## src/rtl/vmem_pkg.sv

```systemverilog
// Shared definitions for the video-memory write-port controller.
//   ADDR_W/DATA_W : default write address / pixel widths (8192 x RGB555)
//   ROW_W/COL_W   : address split, address = {row, col}
//   state_t       : controller states
//   BLACK         : colour used by the post-reset clear
//   pix_addr      : builds a memory address from row/column
package vmem_pkg;

    localparam int ADDR_W = 13;
    localparam int DATA_W = 15;
    localparam int ROW_W  = 6;
    localparam int COL_W  = 7;

    typedef enum logic [0:0] {
        IDLE  = 1'b0,
        CLEAR = 1'b1
    } state_t;

    localparam logic [14:0] BLACK = 15'h0;

    function automatic logic [ROW_W+COL_W-1:0] pix_addr(
        input logic [ROW_W-1:0] row,
        input logic [COL_W-1:0] col
    );
        return {row, col};
    endfunction

endpackage

```

## src/rtl/vmem_wr_ctrl_if.sv

```systemverilog
// Bundle of all handshake and memory-port signals of vmem_wr_ctrl.
//   req0/addr0/data0/ack0 : requester 0 (CPU store path)
//   req1/addr1/data1/ack1 : requester 1 (game/sprite logic)
//   clr_start/clr_color   : clear command and fill colour; clr_busy status
//   mem_waddr/wdata/web   : registered write port towards the vmem
// master = requesters + memory side, slave = the controller.
interface vmem_wr_ctrl_if #(
    parameter int ADDR_W = 13,
    parameter int DATA_W = 15
);
    import vmem_pkg::*;

    logic              req0;
    logic [ADDR_W-1:0] addr0;
    logic [DATA_W-1:0] data0;
    logic              ack0;
    logic              req1;
    logic [ADDR_W-1:0] addr1;
    logic [DATA_W-1:0] data1;
    logic              ack1;
    logic              clr_start;
    logic [DATA_W-1:0] clr_color;
    logic              clr_busy;
    logic [ADDR_W-1:0] mem_waddr;
    logic [DATA_W-1:0] mem_wdata;
    logic              mem_web;

    modport master (
        output req0, addr0, data0, req1, addr1, data1, clr_start, clr_color,
        input  ack0, ack1, clr_busy, mem_waddr, mem_wdata, mem_web
    );

    modport slave (
        input  req0, addr0, data0, req1, addr1, data1, clr_start, clr_color,
        output ack0, ack1, clr_busy, mem_waddr, mem_wdata, mem_web
    );

endinterface

```

## src/rtl/vmem_wr_ctrl_rr_arb2.sv

```systemverilog
// Two-way round-robin arbiter, purely combinational.
//   elig         : per-requester eligibility
//   last_gnt     : requester granted on the last tie-relevant grant (0/1)
//   gnt          : one-hot grant
//   last_gnt_nxt : value for the caller's last_gnt register
module rr_arb2 (
    input  logic [1:0] elig,
    input  logic       last_gnt,
    output logic [1:0] gnt,
    output logic       last_gnt_nxt
);
    import vmem_pkg::*;

    always_comb begin
        gnt          = '0;
        last_gnt_nxt = last_gnt;
        unique case (elig)
            2'b01:   gnt = 2'b01;
            2'b10:   gnt = 2'b10;
            // tie: the requester that did not win last time goes first
            2'b11:   gnt = last_gnt ? 2'b01 : 2'b10;
            default: gnt = '0;
        endcase
        if (gnt[0]) begin
            last_gnt_nxt = 1'b0;
        end else if (gnt[1]) begin
            last_gnt_nxt = 1'b1;
        end
    end

endmodule

```

## src/rtl/vmem_wr_ctrl.sv

```systemverilog
// Owner of the single vmem write port. Arbitrates two single-word
// requesters round-robin and runs a full-memory clear sequencer
// (after reset when RESET_CLEAR=1, and on clr_start).
//   clkb  : clock, also the vmem write-port clock
//   rst_n : synchronous active-low reset
//   bus   : requester handshakes, clear command/status, memory write port
// All outputs are registered; at most one write per cycle.
module vmem_wr_ctrl #(
    parameter int ADDR_W      = 13,
    parameter int DATA_W      = 15,
    parameter bit RESET_CLEAR = 1'b1
) (
    input  logic           clkb,
    input  logic           rst_n,
    vmem_wr_ctrl_if.slave  bus
);
    import vmem_pkg::*;

    state_t            state_q, state_d;
    logic [ADDR_W-1:0] cnt_q, cnt_d;
    logic [DATA_W-1:0] color_q, color_d;
    logic              last_gnt_q, last_gnt_d;
    logic              mem_web_q, mem_web_d;
    logic [ADDR_W-1:0] mem_waddr_q, mem_waddr_d;
    logic [DATA_W-1:0] mem_wdata_q, mem_wdata_d;
    logic              ack0_q, ack0_d;
    logic              ack1_q, ack1_d;
    logic              clr_busy_q, clr_busy_d;

    logic [1:0]        elig;
    logic [1:0]        gnt;
    logic              arb_last_nxt;

    // A requester still holding req during its ack cycle is not eligible,
    // otherwise the same word would be written twice.
    assign elig = {bus.req1 & ~ack1_q, bus.req0 & ~ack0_q};

    rr_arb2 u_arb (
        .elig         (elig),
        .last_gnt     (last_gnt_q),
        .gnt          (gnt),
        .last_gnt_nxt (arb_last_nxt)
    );

    always_comb begin
        state_d     = state_q;
        cnt_d       = cnt_q;
        color_d     = color_q;
        last_gnt_d  = last_gnt_q;
        mem_web_d   = 1'b0;
        mem_waddr_d = mem_waddr_q;
        mem_wdata_d = mem_wdata_q;
        ack0_d      = 1'b0;
        ack1_d      = 1'b0;

        unique case (state_q)
            IDLE: begin
                if (gnt[0]) begin
                    mem_web_d   = 1'b1;
                    mem_waddr_d = bus.addr0;
                    mem_wdata_d = bus.data0;
                    ack0_d      = 1'b1;
                end else if (gnt[1]) begin
                    mem_web_d   = 1'b1;
                    mem_waddr_d = bus.addr1;
                    mem_wdata_d = bus.data1;
                    ack1_d      = 1'b1;
                end
                last_gnt_d = arb_last_nxt;
                if (bus.clr_start) begin
                    color_d = bus.clr_color;
                    cnt_d   = '0;
                    state_d = CLEAR;
                end
            end
            CLEAR: begin
                mem_web_d   = 1'b1;
                mem_waddr_d = cnt_q;
                mem_wdata_d = color_q;
                cnt_d       = cnt_q + ADDR_W'(1);
                // terminal-count compare: the counter never re-issues address 0
                if (cnt_q == '1) begin
                    state_d = IDLE;
                end
            end
            default: state_d = IDLE;
        endcase

        // Busy covers the cycle in which the final clear write is on the port.
        clr_busy_d = (state_q == CLEAR) || (state_d == CLEAR);
    end

    always_ff @(posedge clkb) begin
        if (!rst_n) begin
            state_q     <= RESET_CLEAR ? CLEAR : IDLE;
            cnt_q       <= '0;
            color_q     <= DATA_W'(BLACK);
            last_gnt_q  <= 1'b1;
            mem_web_q   <= 1'b0;
            mem_waddr_q <= '0;
            mem_wdata_q <= '0;
            ack0_q      <= 1'b0;
            ack1_q      <= 1'b0;
            clr_busy_q  <= RESET_CLEAR;
        end else begin
            state_q     <= state_d;
            cnt_q       <= cnt_d;
            color_q     <= color_d;
            last_gnt_q  <= last_gnt_d;
            mem_web_q   <= mem_web_d;
            mem_waddr_q <= mem_waddr_d;
            mem_wdata_q <= mem_wdata_d;
            ack0_q      <= ack0_d;
            ack1_q      <= ack1_d;
            clr_busy_q  <= clr_busy_d;
        end
    end

    assign bus.mem_web   = mem_web_q;
    assign bus.mem_waddr = mem_waddr_q;
    assign bus.mem_wdata = mem_wdata_q;
    assign bus.ack0      = ack0_q;
    assign bus.ack1      = ack1_q;
    assign bus.clr_busy  = clr_busy_q;

endmodule

```

## src/flat_wrapper.sv

```systemverilog
// flat-port wrapper written by rule: the top's interface ports become plain ports
module vmem_wr_ctrl_flat import vmem_pkg::*;
#(
    parameter int ADDR_W      = 13,
    parameter int DATA_W      = 15,
    parameter bit RESET_CLEAR = 1'b1
)
  (clkb, rst_n, bus_req0, bus_addr0, bus_data0, bus_req1, bus_addr1, bus_data1, bus_clr_start, bus_clr_color, bus_ack0, bus_ack1, bus_clr_busy, bus_mem_waddr, bus_mem_wdata, bus_mem_web);
  vmem_wr_ctrl_if #(.ADDR_W(ADDR_W), .DATA_W(DATA_W)) bus_i ();
  input  logic clkb;
  input  logic rst_n;
  input wire logic [$bits(bus_i.req0)-1:0] bus_req0;
  input wire logic [$bits(bus_i.addr0)-1:0] bus_addr0;
  input wire logic [$bits(bus_i.data0)-1:0] bus_data0;
  input wire logic [$bits(bus_i.req1)-1:0] bus_req1;
  input wire logic [$bits(bus_i.addr1)-1:0] bus_addr1;
  input wire logic [$bits(bus_i.data1)-1:0] bus_data1;
  input wire logic [$bits(bus_i.clr_start)-1:0] bus_clr_start;
  input wire logic [$bits(bus_i.clr_color)-1:0] bus_clr_color;
  output wire logic [$bits(bus_i.ack0)-1:0] bus_ack0;
  output wire logic [$bits(bus_i.ack1)-1:0] bus_ack1;
  output wire logic [$bits(bus_i.clr_busy)-1:0] bus_clr_busy;
  output wire logic [$bits(bus_i.mem_waddr)-1:0] bus_mem_waddr;
  output wire logic [$bits(bus_i.mem_wdata)-1:0] bus_mem_wdata;
  output wire logic [$bits(bus_i.mem_web)-1:0] bus_mem_web;
  assign bus_i.req0 = bus_req0;
  assign bus_i.addr0 = bus_addr0;
  assign bus_i.data0 = bus_data0;
  assign bus_i.req1 = bus_req1;
  assign bus_i.addr1 = bus_addr1;
  assign bus_i.data1 = bus_data1;
  assign bus_i.clr_start = bus_clr_start;
  assign bus_i.clr_color = bus_clr_color;
  assign bus_ack0 = bus_i.ack0;
  assign bus_ack1 = bus_i.ack1;
  assign bus_clr_busy = bus_i.clr_busy;
  assign bus_mem_waddr = bus_i.mem_waddr;
  assign bus_mem_wdata = bus_i.mem_wdata;
  assign bus_mem_web = bus_i.mem_web;
  vmem_wr_ctrl #(.ADDR_W(ADDR_W), .DATA_W(DATA_W), .RESET_CLEAR(RESET_CLEAR)) u_core (.clkb(clkb), .rst_n(rst_n), .bus(bus_i));
endmodule
```

## config.mk

```make
export PLATFORM = sky130hd
export DESIGN_NAME = vmem_wr_ctrl_flat
export DESIGN_NICKNAME = d
export VERILOG_FILES = /design/src/rtl/vmem_pkg.sv /design/src/rtl/vmem_wr_ctrl_if.sv /design/src/rtl/vmem_wr_ctrl_rr_arb2.sv /design/src/rtl/vmem_wr_ctrl.sv /design/src/flat_wrapper.sv
export SDC_FILE = /design/constraint.sdc
export NUM_CORES = 1
export LEC_CHECK = 0
export CAP_MARGIN = 5
export CORE_MARGIN = 10
export CORE_UTILIZATION = 25
export CTS_BUF_LIST = sky130_fd_sc_hd__clkbuf_8
export CTS_CLUSTER_DIAMETER = 100
export DETAILED_ROUTE_END_ITERATION = 10
export GPL_ROUTABILITY_DRIVEN = 0
export PLACE_DENSITY = 0.5
export SYNTH_ARGS = -nofsm -noshare
export SYNTH_HDL_FRONTEND = slang
export SYNTH_SLANG_ARGS = --single-unit
```

## constraint.sdc

```tcl
create_clock -name clkb -period 1.93 [get_ports clkb]
set_input_delay 0.386 -clock clkb [delete_from_list [all_inputs] [get_ports clkb]]
set_output_delay 0.386 -clock clkb [all_outputs]
set_load 0.05 [all_outputs]
```

==> qor.txt <==
clk_skew: 0.00464 ns
max cap viols: 0
Distinct cells, synth: 36
initial antenna violation count: 0
crit path launch type: register
DP HPWL: 6800 microns
worst hold path endpoint: u_core.bus.mem_wdata[13]$_SDFFE_PN0P_
Top delay family on crit path: buffers and inverters
Die X: 122 microns
clock tree from TritonCTS: done
Layout area overhead: 60.5%
LEAKAGE: 0.00158 uW
Num CTS Buffers: 9
die height: 122 microns
main flop type after synthesis: dfxtp_1
antenna-violating nets left: 0
Filler cells: 1,032
cells taking the most area after synthesis: dfxtp_1 (48%), nand2_1 (9.5%), o221ai_1 (9.4%), o21ai_0 (6.0%), nor2_1 (5.2%)
final hold vios: 0
Buf/Inv on CP: 1
Required @ worst endpoint: 1.54 ns
Placeable Area: 10,200 sq um
Hold Buf Count CTS: 0
R2R Path End: u_core.cnt_q[12]$_SDFFE_PN0P_
hold wc startpoint: u_core.color_q[13]$_SDFFE_PN0P_
Setup CP Type: reg -> out
Hold WC Path Type: reg -> reg
Slew Limit Fails: 0
metal1 wirelength: 4020 microns
port bufs: 107
row count: 37
final critical-path required period: 1.88 ns
Async SR Flop Fraction: 0%
post-synth top area cell: dfxtp_1
crit end category: output pin
Vias: 2,763
Avg WL per Cell: 16.1 microns
drt pass-1 iters: 4
initial DRC count: 155
WL met3: 862 microns
Mapped Area: 2610 sq um
first-pass GRT wire length: 14,700 microns
hold path depth: 2
H-tree levels: 3
setup slack on the worst flop-to-flop path: 0.12 ns
CP Cell Sequence: clkdlybuf4s50_1
die area: 14,900 sq um
worst hold slack: 0.455 ns
EDFF count, synth: 0
slowest stage cell, crit path: clkdlybuf4s50_1
syn_nets: 402
worst slew pin tran: 0.516 ns
layout cell share with drive strength beyond 1: 11.3%
CP max FO: 2
P per Cell Area: 700 nW/um^2
clk_lat worst skew: 0.34 ns
RR Startpoint: u_core.cnt_q[5]$_SDFFE_PN0P_
YS warnings: 0
most common cell in the netlist: nand2_1
Mapped Cells: 325
via/cell ratio: 4.77
largest net degree at the start of global routing: 28
Area after DPL: 3930 sq um
r2r worst-path depth: 4
# clock sinks: 62
total gr overflow: 0
peak supply drop: 257 uV
initial core utilization: 25.5%
register area share after synthesis: 47.6%
Max Clk Rate: 531 MHz
RSZ-0062 raised after global routing: false
# DRC: 0
Total GRT Usage: 12.3%
PostCTS Resize Cnt: 0
Final setup viols: 0
Ports: 108
Fin Setup TNS: 0 ns
total chip power: 2930 uW
Yosys reg bits: 62
slew margin rel.: 65.5%
Tcrit/Tclk final: 97.6%
most frequent cells after synthesis: nand2_1 (66), dfxtp_1 (62), nor2_1 (36), o21ai_0 (31), o221ai_1 (28)
Mean Syn Cell Area: 8.02 sq um
CP peak stage delay: 0.82 ns
status: finished, final reports clean
top cell type's share of synthesized area: 47.6%
ANT cells: 0
Final #Nets: 515
Final Cell Area: 4180 sq um
Max Root-Sink Buffers: 2
Clock Tree Root: clkbuf_8
Setup Buffers After CTS: 0
final WL: 9330 microns
top sig layer: met4
vias in the first global route: 2,912
Worst-path clk slew: 0.07 ns
Arr. time, crit path: 1.50 ns
WL met2: 4300 microns
-- routing by layer --
metal	vias up	global-route usage, %
met4	0	4.71
met1	1259	14.6
li1	1394	-
met2	97	19.4
met5	-	0
met3	13	5.27
-- cells by family (layout without fill, tap and decap cells) --
kind of cell | Yosys count | in the layout | share of synthesized area, %
DFF | 62 | 62 | 47.6
and+or+nand+nor | 131 | 131 | 22.3
buffers and inverters | 30 | 148 | 4.42
AOI/OAI and AO/OA | 98 | 98 | 24.0
adders and majority gates | 1 | 1 | 0.480
muxes | 3 | 3 | 1.25
-- registers in the layout, summed over array words and instances (netlist names) --
register,flops
u_core.bus.mem_web,1
u_core.bus.ack1,1
u_core.bus.mem_wdata,15
u_core.last_gnt_q,1
u_core.bus.clr_busy,1
u_core.bus.ack0,1
u_core.state_q,1
u_core.bus.mem_waddr,13
u_core.cnt_q,13
u_core.color_q,15
-- through the flow --
| stage | std cells | setup WS, ns | utilization [%] |
|---|---|---|---|
| floorplan | 325 | 0.0367 | - |
| global placement | 563 | 0.129 | 38.4 |
| detailed placement | 563 | 0.0466 | 38.4 |
| CTS | 579 | 0.0105 | 40.7 |
| global route | 579 | 0.000147 | 40.9 |
| finish | 579 | 0.0469 | 40.9 |
-- cells in the final DEF (no fill, tap or decap), types with 2 or more instances in the layout --
cell	synthesis	final
a21oi_1	26	26
a31oi_1	5	5
buf_12	0	4
buf_4	0	22
bufinv_16	0	2
clkbuf_8	0	12
clkdlybuf4s50_1	0	91
dfxtp_1	62	62
dlymetal6s2s_1	0	8
inv_1	6	7
mux2_2	2	2
nand2_1	66	66
nand2b_1	3	3
nand3_1	3	3
nand3b_1	2	2
nand4_1	4	4
nor2_1	36	35
nor2b_1	3	3
nor3_1	3	3
o211ai_1	2	2
o21ai_0	31	31
o221ai_1	28	28
o311ai_0	3	3
or3_2	2	2
-- worst max-delay path by stage --
stage | start | to | slack (ns) | depth (start not counted)
floorplan | u_core.bus.ack1$_SDFF_PP0_ | u_core.bus.mem_wdata[1]$_SDFFE_PN0P_ | 0.04 | 7
global placement | bus_req1 | u_core.bus.mem_waddr[8]$_SDFFE_PN0P_ | 0.13 | 6
detailed placement | bus_req0 | u_core.bus.mem_wdata[8]$_SDFFE_PN0P_ | 0.05 | 6
CTS | u_core.bus.mem_wdata[2]$_SDFFE_PN0P_ | bus_mem_wdata[2] | 0.01 | 1
global route | u_core.bus.mem_wdata[9]$_SDFFE_PN0P_ | bus_mem_wdata[9] | 0.0001 | 1
finish | u_core.bus.mem_wdata[9]$_SDFFE_PN0P_ | bus_mem_wdata[9] | 0.05 | 1
-- worst register-to-register path, stage by stage, from the launching register on --
cell and delay, ns:
dfxtp_1 0.45, nand4_2 0.19, or4_4 0.57, or3b_1 0.38
a31oi_1 0.14
-- layout make-up --
cell class	count	area [sq um]	area share (%)
multi-input cells	233	1260	30.0
repair buffers	125	1260	30.0
flip-flops and latches	62	1240	29.7
well taps	136	170	4.07
clock buffers	12	165	3.95
clock inverters	4	68.8	1.64
inverters	7	26.3	0.628
-- power by group --
group	internal, uW	total [uW]	switching (uW)
logic	182	307	125
registers	1290	1290	5.75
clock network	827	1330	501
total	2300	2930	631
(Power assumes the default switching activity.)
